==> config.mk <==
export PLATFORM = sky130hd
export DESIGN_NAME = branch_predictor
export DESIGN_NICKNAME = d
export VERILOG_FILES = /design/src/rtl/branch_predictor_pkg.sv /design/src/rtl/branch_predictor_sat_cnt2.sv /design/src/rtl/branch_predictor.sv
export SDC_FILE = /design/constraint.sdc
export NUM_CORES = 2
export LEC_CHECK = 0
export BUFFER_PORTS_ARGS = -buffer_cell sky130_fd_sc_hd__buf_2
export CORE_MARGIN = 8
export CORE_UTILIZATION = 60
export CTS_CLUSTER_DIAMETER = 150
export DETAILED_ROUTE_END_ITERATION = 16
export MAX_ROUTING_LAYER = met4
export PLACE_DENSITY = 0.77
export SYNTH_ARGS = -nofsm -noshare
export SYNTH_HDL_FRONTEND = slang
export SYNTH_MEMORY_MAX_BITS = 65536
export SYNTH_SLANG_ARGS = --single-unit
==> constraint.sdc <==
create_clock -name clk -period 9.15 [get_ports clk]
set_input_delay 1.83 -clock clk [delete_from_list [all_inputs] [get_ports clk]]
set_output_delay 1.83 -clock clk [all_outputs]
set_load 0.02 [all_outputs]
==> src/rtl/branch_predictor_pkg.sv <==
// Shared constants for the branch predictor: table sizes, tag width and
// the encoding of the 2-bit saturating direction counters.
package branch_predictor_pkg;

   localparam int BTB_IDX_W_DEF = 6;
   localparam int BHT_IDX_W_DEF = 8;
   localparam int PC_W          = 32;

   // Tag is everything above the BTB index and the ignored byte offset.
   function automatic int tag_width(input int btb_idx_w);
      return PC_W - btb_idx_w - 2;
   endfunction

   localparam int TAG_W_DEF = tag_width(BTB_IDX_W_DEF);

   typedef enum logic [1:0] {
      CNT_SNT = 2'b00,
      CNT_WNT = 2'b01,
      CNT_WT  = 2'b10,
      CNT_ST  = 2'b11
   } cnt2_e;

endpackage

==> src/rtl/branch_predictor_sat_cnt2.sv <==
// Next-state logic for one 2-bit saturating direction counter.
module sat_cnt2
   import branch_predictor_pkg::*;
(
   input  cnt2_e cnt,
   input  logic  taken,
   output cnt2_e next
);

   // Step toward taken/not-taken, holding at either end of the range.
   always_comb begin
      next = cnt;
      if (taken) begin
         if (cnt != CNT_ST) next = cnt2_e'(cnt + 2'd1);
      end else begin
         if (cnt != CNT_SNT) next = cnt2_e'(cnt - 2'd1);
      end
   end

endmodule

==> src/rtl/branch_predictor.sv <==
// Zero-latency branch predictor: direct-mapped BTB with full tags plus an
// independently indexed table of 2-bit counters. Lookups read the register
// arrays combinationally; updates from EX land on the clock edge, so a
// same-cycle lookup always sees the pre-update contents.
module branch_predictor
   import branch_predictor_pkg::*;
#(
   parameter int BTB_IDX_W = BTB_IDX_W_DEF,
   parameter int BHT_IDX_W = BHT_IDX_W_DEF
) (
   input  logic        clk,
   input  logic        rst,
   input  logic [31:0] PC_IF,
   output logic        predict_br_IF,
   output logic        BHT_predict_IF,
   output logic [31:0] PC_pred_IF,
   input  logic        update_en_EX,
   input  logic [31:0] PC_EX,
   input  logic        br_taken_EX,
   input  logic [31:0] br_target_EX,
   input  logic        predict_br_EX,
   output logic        mispredict_EX,
   output logic [31:0] PC_redirect_EX
);

   localparam int TAG_W       = tag_width(BTB_IDX_W);
   localparam int BTB_ENTRIES = 1 << BTB_IDX_W;
   localparam int BHT_ENTRIES = 1 << BHT_IDX_W;

   logic              valid_q  [BTB_ENTRIES];
   logic [TAG_W-1:0]  tag_q    [BTB_ENTRIES];
   logic [31:0]       target_q [BTB_ENTRIES];
   cnt2_e             bht_q    [BHT_ENTRIES];

   logic [BTB_IDX_W-1:0] btb_idx_if, btb_idx_ex;
   logic [TAG_W-1:0]     tag_if, tag_ex;
   logic [BHT_IDX_W-1:0] bht_idx_if, bht_idx_ex;
   logic                 btb_hit_if;
   logic                 do_update;
   cnt2_e                cnt_d;

   // Byte-offset bits carry no information for word-aligned fetch.
   logic unused_pc_lsb;
   assign unused_pc_lsb = ^{PC_IF[1:0], PC_EX[1:0]};

   assign btb_idx_if = PC_IF[BTB_IDX_W+1:2];
   assign tag_if     = PC_IF[31:BTB_IDX_W+2];
   assign bht_idx_if = PC_IF[BHT_IDX_W+1:2];

   assign btb_idx_ex = PC_EX[BTB_IDX_W+1:2];
   assign tag_ex     = PC_EX[31:BTB_IDX_W+2];
   assign bht_idx_ex = PC_EX[BHT_IDX_W+1:2];

   // Reset wins over a coincident update; that update is dropped.
   assign do_update = update_en_EX && !rst;

   // Fetch-side prediction straight from current table contents.
   always_comb begin
      btb_hit_if     = valid_q[btb_idx_if] && (tag_q[btb_idx_if] == tag_if);
      BHT_predict_IF = bht_q[bht_idx_if][1];
      predict_br_IF  = btb_hit_if && BHT_predict_IF;
      PC_pred_IF     = predict_br_IF ? target_q[btb_idx_if] : (PC_IF + 32'd4);
   end

   // Resolution in EX: flush when the carried prediction disagrees with the outcome.
   always_comb begin
      mispredict_EX  = update_en_EX && (predict_br_EX ^ br_taken_EX);
      PC_redirect_EX = br_taken_EX ? br_target_EX : (PC_EX + 32'd4);
   end

   sat_cnt2 u_sat_cnt2 (
      .cnt   (bht_q[bht_idx_ex]),
      .taken (br_taken_EX),
      .next  (cnt_d)
   );

   // Valid bits: cleared on reset, set when a taken branch allocates its entry.
   always_ff @(posedge clk) begin
      if (rst) begin
         for (int i = 0; i < BTB_ENTRIES; i++) valid_q[i] <= 1'b0;
      end else if (update_en_EX && br_taken_EX) begin
         valid_q[btb_idx_ex] <= 1'b1;
      end
   end

   // Tag/target payload needs no reset; it is only trusted behind a valid bit.
   always_ff @(posedge clk) begin
      if (do_update && br_taken_EX) begin
         tag_q[btb_idx_ex]    <= tag_ex;
         target_q[btb_idx_ex] <= br_target_EX;
      end
   end

   // Direction counters: reset to weakly not-taken, then train on every resolved branch.
   always_ff @(posedge clk) begin
      if (rst) begin
         for (int i = 0; i < BHT_ENTRIES; i++) bht_q[i] <= CNT_WNT;
      end else if (update_en_EX) begin
         bht_q[bht_idx_ex] <= cnt_d;
      end
   end

endmodule

==> impl_metrics.py <==
metrics = {
    "finish": {
        "nNetsFinal": 8905,
        "finish.utilization_pct": 67.1,
        "area_growth_pct": 11.6,
        "fillCellCount": 16700,
        "seqCellArea_um2": 124000,
        "multi_input_area_um2": 41900,
        "drive_above_1_share_pct": 26.0,
        "instances_no_fill": 12900,
    },
    "clock_network": {
        "cts_setup_buffers": 0,
        "htreeDepth": 5,
        "cts-root-buf": "clkbuf_16",
        "numCtsBuffers": 400,
        "ctsResizeCount": 0,
        "clkLatencyLatePin_ns": 0.99,
        "clk_pin_slew_ns": 0.06,
        "cts_hold_buffers": 0,
        "cts_tree": "built",
        "cts.path.max_buffers": 4,
        "numClockSinks": 4160,
    },
    "synth": {
        "synth_cell_types": 80,
        "synth_warnings": 0,
        "synthesis.nets": 8631,
        "ys_seq_area_share_pct": 73.5,
        "synth_common_cells": "edfxtp_1, mux4_2, mux2i_1",
        "synth_top_area_share_pct": 72.8,
        "async_flop_share_pct": 0,
        "yosys.cell_count.top_type": "edfxtp_1",
        "synth.ff_latch_count": 4160,
        "syn_avg_cell_area_um2": 19.8,
        "synthesis.area_um2": 169000,
        "synth_edf_count": 4096,
        "synth_area_leaders": "edfxtp_1, mux4_2, mux2i_1, a21o_1, nand3_1",
        "post-synth-top-area-cell": "edfxtp_1",
        "synth_cells": 8525,
        "synth_top_flop_cell": "edfxtp_1",
    },
    "drt": {
        "drc_errors": 0,
        "drt-pass1-iter-count": 8,
        "drt_iter0_drc": 19800,
        "viasPerCell": 7.72,
        "wl_per_cell_um": 44.2,
        "ant_nets": 0,
        "num_vias": 99500,
        "wl_um": 570000,
    },
    "critical_path": {
        "cp.required_ns": 7.32,
        "critPathKind": "input port to output port",
        "critPathArrivalTime_ns": 7.35,
        "crit_path_start_kind": "input port",
        "endpoint_kind": "output port",
        "crit_fanout": 54,
    },
    "timing": {
        "clock_skew_ns": 0.0750,
        "setup_slack_ns": -0.0313,
        "tns_ns": -0.112,
        "finalMaxSlewViolations": 0,
        "period_minus_slack_ns": 9.18,
        "final.period_utilization_pct": 100,
        "setup_violations": 8,
        "finalHoldViolCount": 0,
        "max_clock_freq_mhz": 109,
        "rsz0062_at_grt": "false",
        "tightest_slew_ns": 1.49,
        "slew-limit-headroom_pct": 0.549,
        "holdWs_ns": 0.475,
    },
    "floorplanning": {
        "rows": 195,
        "start_util_pct": 60.1,
        "die_h_um": 547,
        "ios": 168,
        "fp.dieArea_um2": 299000,
        "core_area_um2": 281000,
        "die_w_um": 547,
    },
    "grt": {
        "overflow": 0,
        "grt_pass1_vias": 97100,
        "grt_pass1_wl_um": 777000,
        "grt.total_usage_pct": 38.5,
        "grt_start_max_net_pins": 135,
        "antenna_found_initial": 47,
    },
    "run_status": {
        "violations": "max-capacitance violations, negative setup slack",
        "outcome": "finished, violations left",
    },
    "power": {
        "p_leak_uw": 0.0599,
        "fin_total_pwr_uw": 40300,
        "powerDensity_nw_per_um2": 214,
        "peakVddDrop_mv": 0.196,
    },
    "flow_run": {
        "cap_violations": 1,
    },
    "placed_design": {
        "dpl.cell_count": 12100,
        "hpwl_um": 294000,
        "port_buffers": 167,
        "finalWeightedCongestion": 0.976,
    },
    "min_path": {
        "min_path_type": "register to register",
    },
}
## final timing paths
check                           cells after the start     startpoint  slack, ns            end
worst max-delay path                               14       PC_IF[2]      -0.03  PC_pred_IF[1]
worst min-delay path                                2    valid_q[46]       0.48    valid_q[46]
worst max register to register                     11  bht_q[175][1]       4.91   bht_q[94][0]
worst min register to register                      2    valid_q[46]       0.48    valid_q[46]
## layer usage
layer	vias up	routed length, um	global-route usage (%)	share of wire (%)
met4	0	48800	25.2	8.6
met3	2466	97600	13.9	17
met2	10900	252000	55.2	44
li1	36000	-	-	-
met1	50200	172000	46.6	30
met5	-	0	-	0
## registers in the layout (all words and copies together) (netlist names)
name      count
valid_q      64
target_q   2048
tag_q      1536
bht_q       512
## critical path, stage by stage
cell and delay [ns]:
buf_12 0.25, buf_4 0.41, buf_4 0.50, mux4_2 0.56
nor2b_1 0.15, a211oi_1 0.24, a31oi_1 0.10, a221oi_1 1.13
xor2_1 0.28, nand4_1 0.28, nor4_4 0.46, buf_12 0.31
mux2_2 0.37, buf_2 0.16
## placed cells by master, fill, tap and decap left out, types with 17 or more instances in the layout
cell type / n
o22ai_1: 117
inv_1: 71
clkinv_1: 82
xor2_1: 41
nor2_1: 108
clkinv_2: 63
a211oi_1: 24
nor2_2: 21
mux4_2: 1082
bufinv_16: 40
edfxtp_1: 4096
nor2_4: 65
buf_2: 157
clkbuf_16: 404
nand3_1: 314
mux2i_1: 336
buf_12: 66
a22oi_1: 91
mux2_2: 39
nand2_1: 238
o221ai_1: 36
clkbuf_1: 74
a31oi_1: 21
a221oi_1: 29
diode_2: 35
xnor2_1: 39
o211ai_1: 17
a21oi_1: 120
nor2b_1: 28
mux2_4: 29
clkinvlp_4: 28
dfxtp_1: 64
a21o_1: 257
nand4_1: 25
buf_4: 303
o21ai_0: 96
nor3_1: 275
## logic make-up (layout without fill, tap and decap cells)
| group | count (synthesis) | in the layout | share of synthesized area (%) |
|---|---|---|---|
| xor gates and xnor gates | 80 | 80 | 0.414 |
| AOI/OAI and AO/OA | 880 | 880 | 3.61 |
| muxes | 1496 | 1496 | 17.1 |
| and+or+nand+nor | 1165 | 1165 | 3.27 |
| buffers and inverters | 737 | 1332 | 2.07 |
| adders and majority gates | 7 | 7 | 0.0488 |
| other | 0 | 35 | 0 |
| DFF | 4160 | 4160 | 73.5 |
## stage by stage
step           instance area [um^2]  setup slack, ns
2_1_floorplan                169000             1.85
3_3_place_gp                 176000            0.376
3_5_place_dp                 176000            0.336
4_1_cts                      189000            0.180
5_1_grt                      189000          0.00265
6_report                     189000          -0.0313
## layout make-up
class	count	share of cell area (%)
clock buffers	480	5.52
diodes	35	0.0464
repair buffers	532	2.37
multi-input cells	3628	22.2
inverters	77	0.159
well taps	3743	2.48
clock inverters	243	1.32
flip-flops and latches	4160	65.9
## report_power, final
| part | switching (uW) | total [uW] | leakage, uW | internal [uW] |
|---|---|---|---|---|
| Sequential | 40.0 | 21000 | 0.0373 | 21000 |
| Combinational | 1710 | 2550 | 0.0164 | 842 |
| Clock | 7420 | 16700 | 0.00623 | 9270 |
Note: power is estimated with default switching activity, not from simulation.
